`src/rtl/bnn_image_loader_if.sv`:
```
// Byte-stream input and frame output bundle for the BNN image loader.
// The master side is the byte source plus the frame consumer; the slave side is the loader.
interface bnn_image_loader_if #(
  parameter int IMG_SIZE = 30
);
  localparam int IMG_BITS  = IMG_SIZE * IMG_SIZE;
  localparam int NUM_BYTES = (IMG_BITS + 7) / 8;
  localparam int CNT_W     = $clog2(NUM_BYTES);

  logic [7:0]          in_data;
  logic                in_sof;
  logic                in_valid;
  logic                in_ready;
  logic [IMG_BITS-1:0] img;
  logic                img_valid;
  logic                img_ready;
  logic [CNT_W-1:0]    byte_cnt;
  logic                sof_err;

  modport master (
    output in_data, in_sof, in_valid, img_ready,
    input  in_ready, img, img_valid, byte_cnt, sof_err
  );

  modport slave (
    input  in_data, in_sof, in_valid, img_ready,
    output in_ready, img, img_valid, byte_cnt, sof_err
  );
endinterface

```
`src/rtl/bnn_image_loader.sv`:
```
// Assembles an MSB-first byte stream into a flat binary frame and holds it
// stable for the network stage until it is accepted.
module bnn_image_loader #(
  parameter int IMG_SIZE = 30
) (
  input logic              clk,
  input logic              rst_n,
  bnn_image_loader_if.slave bus
);
  localparam int IMG_BITS  = IMG_SIZE * IMG_SIZE;
  localparam int NUM_BYTES = (IMG_BITS + 7) / 8;
  localparam int CNT_W     = $clog2(NUM_BYTES);
  localparam int TAIL_BITS = IMG_BITS - 8 * (NUM_BYTES - 1);
  localparam logic [CNT_W-1:0] LAST_IDX = CNT_W'(NUM_BYTES - 1);

  typedef enum logic {S_LOAD, S_FULL} state_t;

  state_t              r_state;
  logic                r_in_ready;
  logic                r_img_valid;
  logic                r_sof_err;
  logic [CNT_W-1:0]    r_byte_cnt;
  logic [IMG_BITS-1:0] r_img;

  logic                w_accept;
  logic [CNT_W-1:0]    w_idx;

  assign w_accept = bus.in_valid & r_in_ready;
  // A start-of-frame byte always lands in slot 0, whatever the count says.
  assign w_idx    = bus.in_sof ? '0 : r_byte_cnt;

  always_ff @(posedge clk or negedge rst_n) begin
    if (!rst_n) begin
      r_state     <= S_LOAD;
      r_in_ready  <= 1'b1;
      r_img_valid <= 1'b0;
      r_sof_err   <= 1'b0;
      r_byte_cnt  <= '0;
      r_img       <= '0;
    end else begin
      case (r_state)
        S_LOAD: begin
          if (w_accept) begin
            if (bus.in_sof && (r_byte_cnt != '0)) r_sof_err <= 1'b1;
            for (int k = 0; k < NUM_BYTES - 1; k++) begin
              if (w_idx == CNT_W'(k)) r_img[IMG_BITS-1-8*k -: 8] <= bus.in_data;
            end
            if (w_idx == LAST_IDX) begin
              // Only the upper bits of the final byte carry pixels.
              r_img[TAIL_BITS-1:0] <= bus.in_data[7 -: TAIL_BITS];
              r_byte_cnt  <= '0;
              r_state     <= S_FULL;
              r_in_ready  <= 1'b0;
              r_img_valid <= 1'b1;
            end else begin
              r_byte_cnt <= w_idx + CNT_W'(1);
            end
          end
        end
        S_FULL: begin
          if (bus.img_ready) begin
            r_state     <= S_LOAD;
            r_in_ready  <= 1'b1;
            r_img_valid <= 1'b0;
          end
        end
      endcase
    end
  end

  assign bus.in_ready  = r_in_ready;
  assign bus.img_valid = r_img_valid;
  assign bus.img       = r_img;
  assign bus.byte_cnt  = r_byte_cnt;
  assign bus.sof_err   = r_sof_err;
endmodule

```
`src/flat_wrapper.sv`:
```
// flat-port wrapper written by rule: the top's interface ports become plain ports
module bnn_image_loader_flat 
#(
  parameter int IMG_SIZE = 30
)
  (clk, rst_n, bus_in_data, bus_in_sof, bus_in_valid, bus_img_ready, bus_in_ready, bus_img, bus_img_valid, bus_byte_cnt, bus_sof_err);
  bnn_image_loader_if #(.IMG_SIZE(IMG_SIZE)) bus_i ();
  input logic clk;
  input logic rst_n;
  input wire logic [$bits(bus_i.in_data)-1:0] bus_in_data;
  input wire logic [$bits(bus_i.in_sof)-1:0] bus_in_sof;
  input wire logic [$bits(bus_i.in_valid)-1:0] bus_in_valid;
  input wire logic [$bits(bus_i.img_ready)-1:0] bus_img_ready;
  output wire logic [$bits(bus_i.in_ready)-1:0] bus_in_ready;
  output wire logic [$bits(bus_i.img)-1:0] bus_img;
  output wire logic [$bits(bus_i.img_valid)-1:0] bus_img_valid;
  output wire logic [$bits(bus_i.byte_cnt)-1:0] bus_byte_cnt;
  output wire logic [$bits(bus_i.sof_err)-1:0] bus_sof_err;
  assign bus_i.in_data = bus_in_data;
  assign bus_i.in_sof = bus_in_sof;
  assign bus_i.in_valid = bus_in_valid;
  assign bus_i.img_ready = bus_img_ready;
  assign bus_in_ready = bus_i.in_ready;
  assign bus_img = bus_i.img;
  assign bus_img_valid = bus_i.img_valid;
  assign bus_byte_cnt = bus_i.byte_cnt;
  assign bus_sof_err = bus_i.sof_err;
  bnn_image_loader #(.IMG_SIZE(IMG_SIZE)) u_core (.clk(clk), .rst_n(rst_n), .bus(bus_i));
endmodule
```
`config.mk`:
```
export PLATFORM = sky130hd
export DESIGN_NAME = bnn_image_loader_flat
export DESIGN_NICKNAME = d
export VERILOG_FILES = /design/src/rtl/bnn_image_loader_if.sv /design/src/rtl/bnn_image_loader.sv /design/src/flat_wrapper.sv
export SDC_FILE = /design/constraint.sdc
export NUM_CORES = 1
export LEC_CHECK = 0
export ABC_AREA = 1
export CAP_MARGIN = 20
export CORE_AREA = 2 2 362 364
export CTS_BUF_LIST = sky130_fd_sc_hd__clkbuf_2
export DETAILED_ROUTE_END_ITERATION = 7
export DIE_AREA = 0 0 364 366
export GPL_TIMING_DRIVEN = 0
export PLACE_DENSITY = 0.59
export SLEW_MARGIN = 5
export SYNTH_ARGS = -nofsm -noshare
export SYNTH_HDL_FRONTEND = slang
export SYNTH_SLANG_ARGS = --single-unit
export TNS_END_PERCENT = 50
```
`constraint.sdc`:
```
create_clock -name clk -period 4 [get_ports clk]
set_input_delay 0.6 -clock clk [delete_from_list [all_inputs] [get_ports clk]]
set_output_delay 0.6 -clock clk [all_outputs]
set_load 0.01 [all_outputs]
```
# After elaboration in Yosys (flattened, before gate mapping)
# Index checks and enable logic that the tools add are counted.
totals:
  regBits: 911
  word_cells: 369
op_classes:
  addsub: 1
  eq_ne: 115
  muxes: 14
  n_bitwise: 2
  n_reduce_logical: 119
op_table:
  columns: ["operator", "count"]
  rows:
  - ["AND reduction 3 bit", 115]
  - ["equality test 7 bit, second input constant", 49]
  - ["equality test 7 x 6 -> 1 bit, second input constant", 32]
  - ["equality test 7 x 5 -> 1 bit, second input constant", 16]
  - ["equality test 7 x 4 -> 1 bit, second input constant", 8]
  - ["equality test 7 x 3 -> 1 bit, second input constant", 4]
  - ["equality test 7 x 2 -> 1 bit, second input constant", 2]
  - ["two-way mux 7 bit", 2]
  - ["two-way mux 1 bit", 9]
  - ["adder 7 x 1 -> 7 bit, second input constant", 1]
  - ["equality test 7 x 1 -> 1 bit, second input constant", 1]
  - ["zero test 7 bit", 1]
  - ["nonzero test 7 bit", 1]
  - ["case mux 1 bit (2 select lines)", 3]
  - ["inequality test 2 x 1 -> 1 bit, second input constant", 2]
  - ["inequality test 2 bit, second input constant", 1]
  - ["AND reduction 2 bit", 1]
  - ["AND 1 bit", 1]
  - ["logical AND 1 bit", 1]
  - ["NOT 1 bit", 1]

# Longest topological paths before layout
logic_depth:
  depth_word: 5
  ltp_mapped: 11
  ltp_nobuf: 9

# Worst setup path after synthesis
# No wires, ideal clock.
synth_path:
  path_kind: "input to register"
  start: "input port bus_in_sof"
  end: "register u_core.r_img[300], in the netlist u_core.bus.img[300]"
  setup_time_ns: 0.117
  arrival_time_ns: 1.800
  slack_ns: 2.083
  stages: 10
  path_cell_list: "buf_6 inv_4 nand2_1 nor2_2 nand2_1 buf_2 nor2_2 inv_1 nand2_1 nand2_1"
synth_via:
  elab_chain_len: 3
synth_lines:
  columns: ["item", "line_no", "source"]
  rows:
  - ["start, declared", "flat_wrapper.sv:11", "input wire logic [$bits(bus_i.in_sof)-1:0] bus_in_sof;"]
  - ["two-way mux 7 bit", "bnn_image_loader.sv:30", "assign w_idx = bus.in_sof ? '0 : r_byte_cnt;"]
  - ["equality test 7 bit", "bnn_image_loader.sv:46", "if (w_idx == CNT_W'(k)) r_img[IMG_BITS-1-8*k -: 8] <= bus.in_data;"]
  - ["AND reduction 3 bit (no line)", null, null]
  - ["end signal, assigned by index", "bnn_image_loader.sv:46", null]
  - ["end signal, assigned by index", "bnn_image_loader.sv:50", "r_img[TAIL_BITS-1:0] <= bus.in_data[7 -: TAIL_BITS];"]
  - ["end, declared", "bnn_image_loader.sv:23", "logic [IMG_BITS-1:0] r_img;"]
# Every way passes these cells.
# A chain may end at the register's enable or synchronous reset.

# Final worst setup path
layout_path:
  start: "register u_core.r_byte_cnt[2], in the netlist u_core.bus.byte_cnt[2]"
  end: "output port bus_byte_cnt[2]"
layout_lines:
  columns: ["item", "line_no", "source"]
  rows:
  - ["start, declared", "bnn_image_loader.sv:22", "logic [CNT_W-1:0] r_byte_cnt;"]
  - ["start signal, assigned", "bnn_image_loader.sv:56", "r_byte_cnt <= w_idx + CNT_W'(1);"]
  - ["end, declared", "flat_wrapper.sv:17", "output wire logic [$bits(bus_i.byte_cnt)-1:0] bus_byte_cnt;"]
# No word-level cell between the ends.

==> flow_summary.yaml <==
pwr:
  internal_power_mw: 12.7
  seq_power_share_pct: 53.1
  net-switching-power_mw: 5.45
  pwr-share-comb_pct: 10.4
  switching_share_pct: 30.0
  p_per_area_nw_per_um2: 376
  fin_total_pwr_mw: 18.1
  vdd_drop_max_mv: 0.263
  cellLeakagePower_nw: 22.6
  pwr-share-clk_pct: 36.5
drt:
  drt_first_pass_iters: 6
  routed_wl_um: 156000
  antenna_left: 0
  vias: 29900
  viasPerCell: 4.56
  drc: 0
  drt_iter0_drc: 2427
  wire_per_inst_um: 23.7
critical_path:
  crit_buf_inv: 1
  rr_worst_depth: 7
  r2r-end: "u_core.bus.img[511]"
  critPathCaptureType: "primary output"
  crit_type: "reg -> out"
  r2r_start: "u_core.bus.byte_cnt[1]"
  max_stage_delay_ns: 0.73
  cp_data_required_time_ns: 3.40
  worst_setup_path_start_kind: "register"
  cp_data_arrival_time_ns: 2.87
  cpMaxStageDelayCell: "clkdlybuf4s50_1"
  path_cells: "clkdlybuf4s50_1"
  rrSetupSlack_ns: 1.22
  crit_family: "buffers and inverters"
  path_max_fanout: 6
place:
  gp_congestion: 0.842
  hpwl_um: 113000
  place_inst: 6108
  io_buffers: 913
cells_and_area:
  finalNonFillerCells: 6560
  mostFrequentLayoutCell: "nand2_1"
  fillers: 13200
  fin_nets: 4646
  finalCoreUtilization_pct: 37.4
  area_growth_syn_to_layout_pct: 41.6
  layout_common_cells: "nand2_1 (1,349), clkdlybuf4s50_1 (912), dfrtp_1 (910), o21ai_0 (737), clkbuf_2 (356)"
  drive_above_1_share_pct: 12.5
synth:
  netlist.area_leader.share_pct: 66.9
  ys.warnings.count: 0
  synth_area_leaders: "dfrtp_1 (67%), nand2_1 (15%), o21ai_0 (11%)"
  syn_avg_cell_area_um2: 9.91
  yosysSeqAreaShare_pct: 67.0
  syn-num-nets: 3448
  synthCells: 3435
  ys_ff_latch: 911
  mappedNetlistArea_um2: 34100
  ys_types: 26
  yosysTopAreaCell: "dfrtp_1"
grt:
  met3_usage_pct: 8.38
  grt_use_met1_pct: 27.6
  grt_pass1_wl_um: 220000
  grt_overflow: 0
  grt_use_met2_pct: 37.6
  grt_busiest_layer: "met2"
  antenna_found_initial: 8
  first_global_vias: 29900
  grt_max_degree: 118
  grt_usage_pct: 23.1
timing:
  hold_viol_final: 0
  rsz0062_at_grt: "false"
  slew_viol_final: 0
  period_share_pct: 86.7
  worst_slew_pin_slew_ns: 1.15
  finClkSkew_ns: 0.123
  fin_tns_setup_ns: 0
  setup_viol: 0
  max_slew_margin_pct: 23.5
  fin_crit_ns: 3.47
  clock.fmax_mhz: 288
  holdWs_ns: 0.278
clocking:
  cts_made_buffers: 239
  clockRootBuffer: "clkbuf_2"
  postCtsSetupRepairBufs: 0
  insertion_delay_ns: 1.71
  clk_pin_slew_ns: 0.11
  cts.path.max_buffers: 3
  cts_tree: "done"
  h-tree-depth: 4
  clock-sinks: 911
hold_path:
  whs_path_depth: 5
  hold_start: "bus_in_data[7]"
  min_path_type: "in -> reg"
  whs_endpoint: "u_core.bus.img[443]"
floorplan:
  die_h_um: 366
  ios: 923
  die_x_um: 364
  dieArea_um2: 133000
  start_util_pct: 26.4
  row_count: 132
  fp.coreArea_um2: 129000
status:
  status: "complete, no violations"
flow_run:
  max-cap-violations: 0
what timing repair did:
item / in CTS / in global routing
resized for setup: 0 / 0
hold endpoints to repair: 1522 / 0
hold buffers: 26 / 0
endpoints found under the setup margin: 0 / 0
layer usage:
layer / vias to the layer above / routed length (um) / part of all wire, %
li1: 13600 / - / -
met2: 1259 / 74200 / 48
met1: 14800 / 60700 / 39
met4: 0 / 5900 / 3.8
met5: - / 0 / 0
met3: 266 / 14800 / 9.5
cells in the mapped netlist:
| library cell | count |
|---|---|
| o21ai_1 | 42 |
| dfrtp_1 | 910 |
| nand2_1 | 1349 |
| inv_2 | 19 |
| buf_4 | 1 |
| dfstp_2 | 1 |
| nand3_2 | 1 |
| xor2_1 | 1 |
| nand4_4 | 1 |
| nand3_1 | 7 |
| clkinv_2 | 1 |
| buf_6 | 7 |
| nand2_2 | 40 |
| nor2_1 | 14 |
| o22ai_1 | 1 |
| inv_4 | 1 |
| clkbuf_1 | 136 |
| o21ai_0 | 737 |
| nand2_4 | 22 |
| nor2_8 | 8 |
| o211ai_1 | 1 |
| inv_1 | 33 |
| nor2_4 | 21 |
| nor2_2 | 17 |
| buf_2 | 62 |
| nand3_4 | 2 |
cell type report:
cell class | instances | area (um2) | area share (%)
antenna | 14 | 35.0 | 0.0727
clock inverter | 57 | 349 | 0.724
clock buffer | 355 | 1780 | 3.68
multi-input combinational | 2264 | 10100 | 21.0
timing repair buffer | 957 | 9820 | 20.4
inverter | 54 | 206 | 0.428
sequential | 911 | 22800 | 47.3
tap | 1742 | 2180 | 4.52
buffer | 206 | 908 | 1.88
flip-flops by register name (all words and copies together) (netlist names):
signal                flops
u_core.bus.img          900
u_core.bus.sof_err        1
u_core.bus.img_valid      1
u_core.bus.byte_cnt       7
u_core.bus.in_ready       1
u_core.r_state            1
worst max-delay path by stage:
stage / depth (start not counted) / start / to
floorplan: 10 / bus_in_sof / u_core.bus.img[300]
global placement: 1 / rst_n / u_core.bus.img[156]
detailed placement: 6 / rst_n / u_core.bus.img[163]
CTS: 1 / u_core.bus.img[809] / bus_img[809]
global route: 1 / u_core.bus.img[804] / bus_img[804]
finish: 1 / u_core.bus.byte_cnt[2] / bus_byte_cnt[2]
worst register-to-register path, cell delays in order, from the launching register on:
cell	delay, ns
dfrtp_1	0.48
nor2_1	0.30
nand2_1	0.15
nand2_1	0.79
inv_2	0.32
nor2_1	0.51
nand2_1	0.10
nand2_1	0.10
power groups by stage:
stage | Sequential [mW] | Clock (mW) | Combinational (mW)
after CTS | 9.63 | 6.81 | 1.94
final | 9.63 | 6.63 | 1.89
after detailed placement | 9.80 | 0 | 1.91
after global placement | 9.85 | 0 | 1.86
after floorplan | 9.92 | 0 | 0.425
after global routing | 9.66 | 7.32 | 2.03
cell families after synthesis:
| logic type | count (synthesis) | synth area share, % |
|---|---|---|
| AOI/OAI and AO/OA | 781 | 11.5 |
| xor gates and xnor gates | 1 | 0.0257 |
| buffers and inverters | 260 | 3.27 |
| DFF | 911 | 67.0 |
| and+or+nand+nor | 1482 | 18.3 |
per-stage QoR:
step / cell area [um2] / worst slack [ns]
finish: 48200 / 0.531
detailed placement: 45800 / 0.651
CTS: 48200 / 0.257
floorplan: 34100 / 2.08
global route: 48200 / 0.208
global placement: 45400 / -40.23
Note: power is estimated with default switching activity, not from simulation.
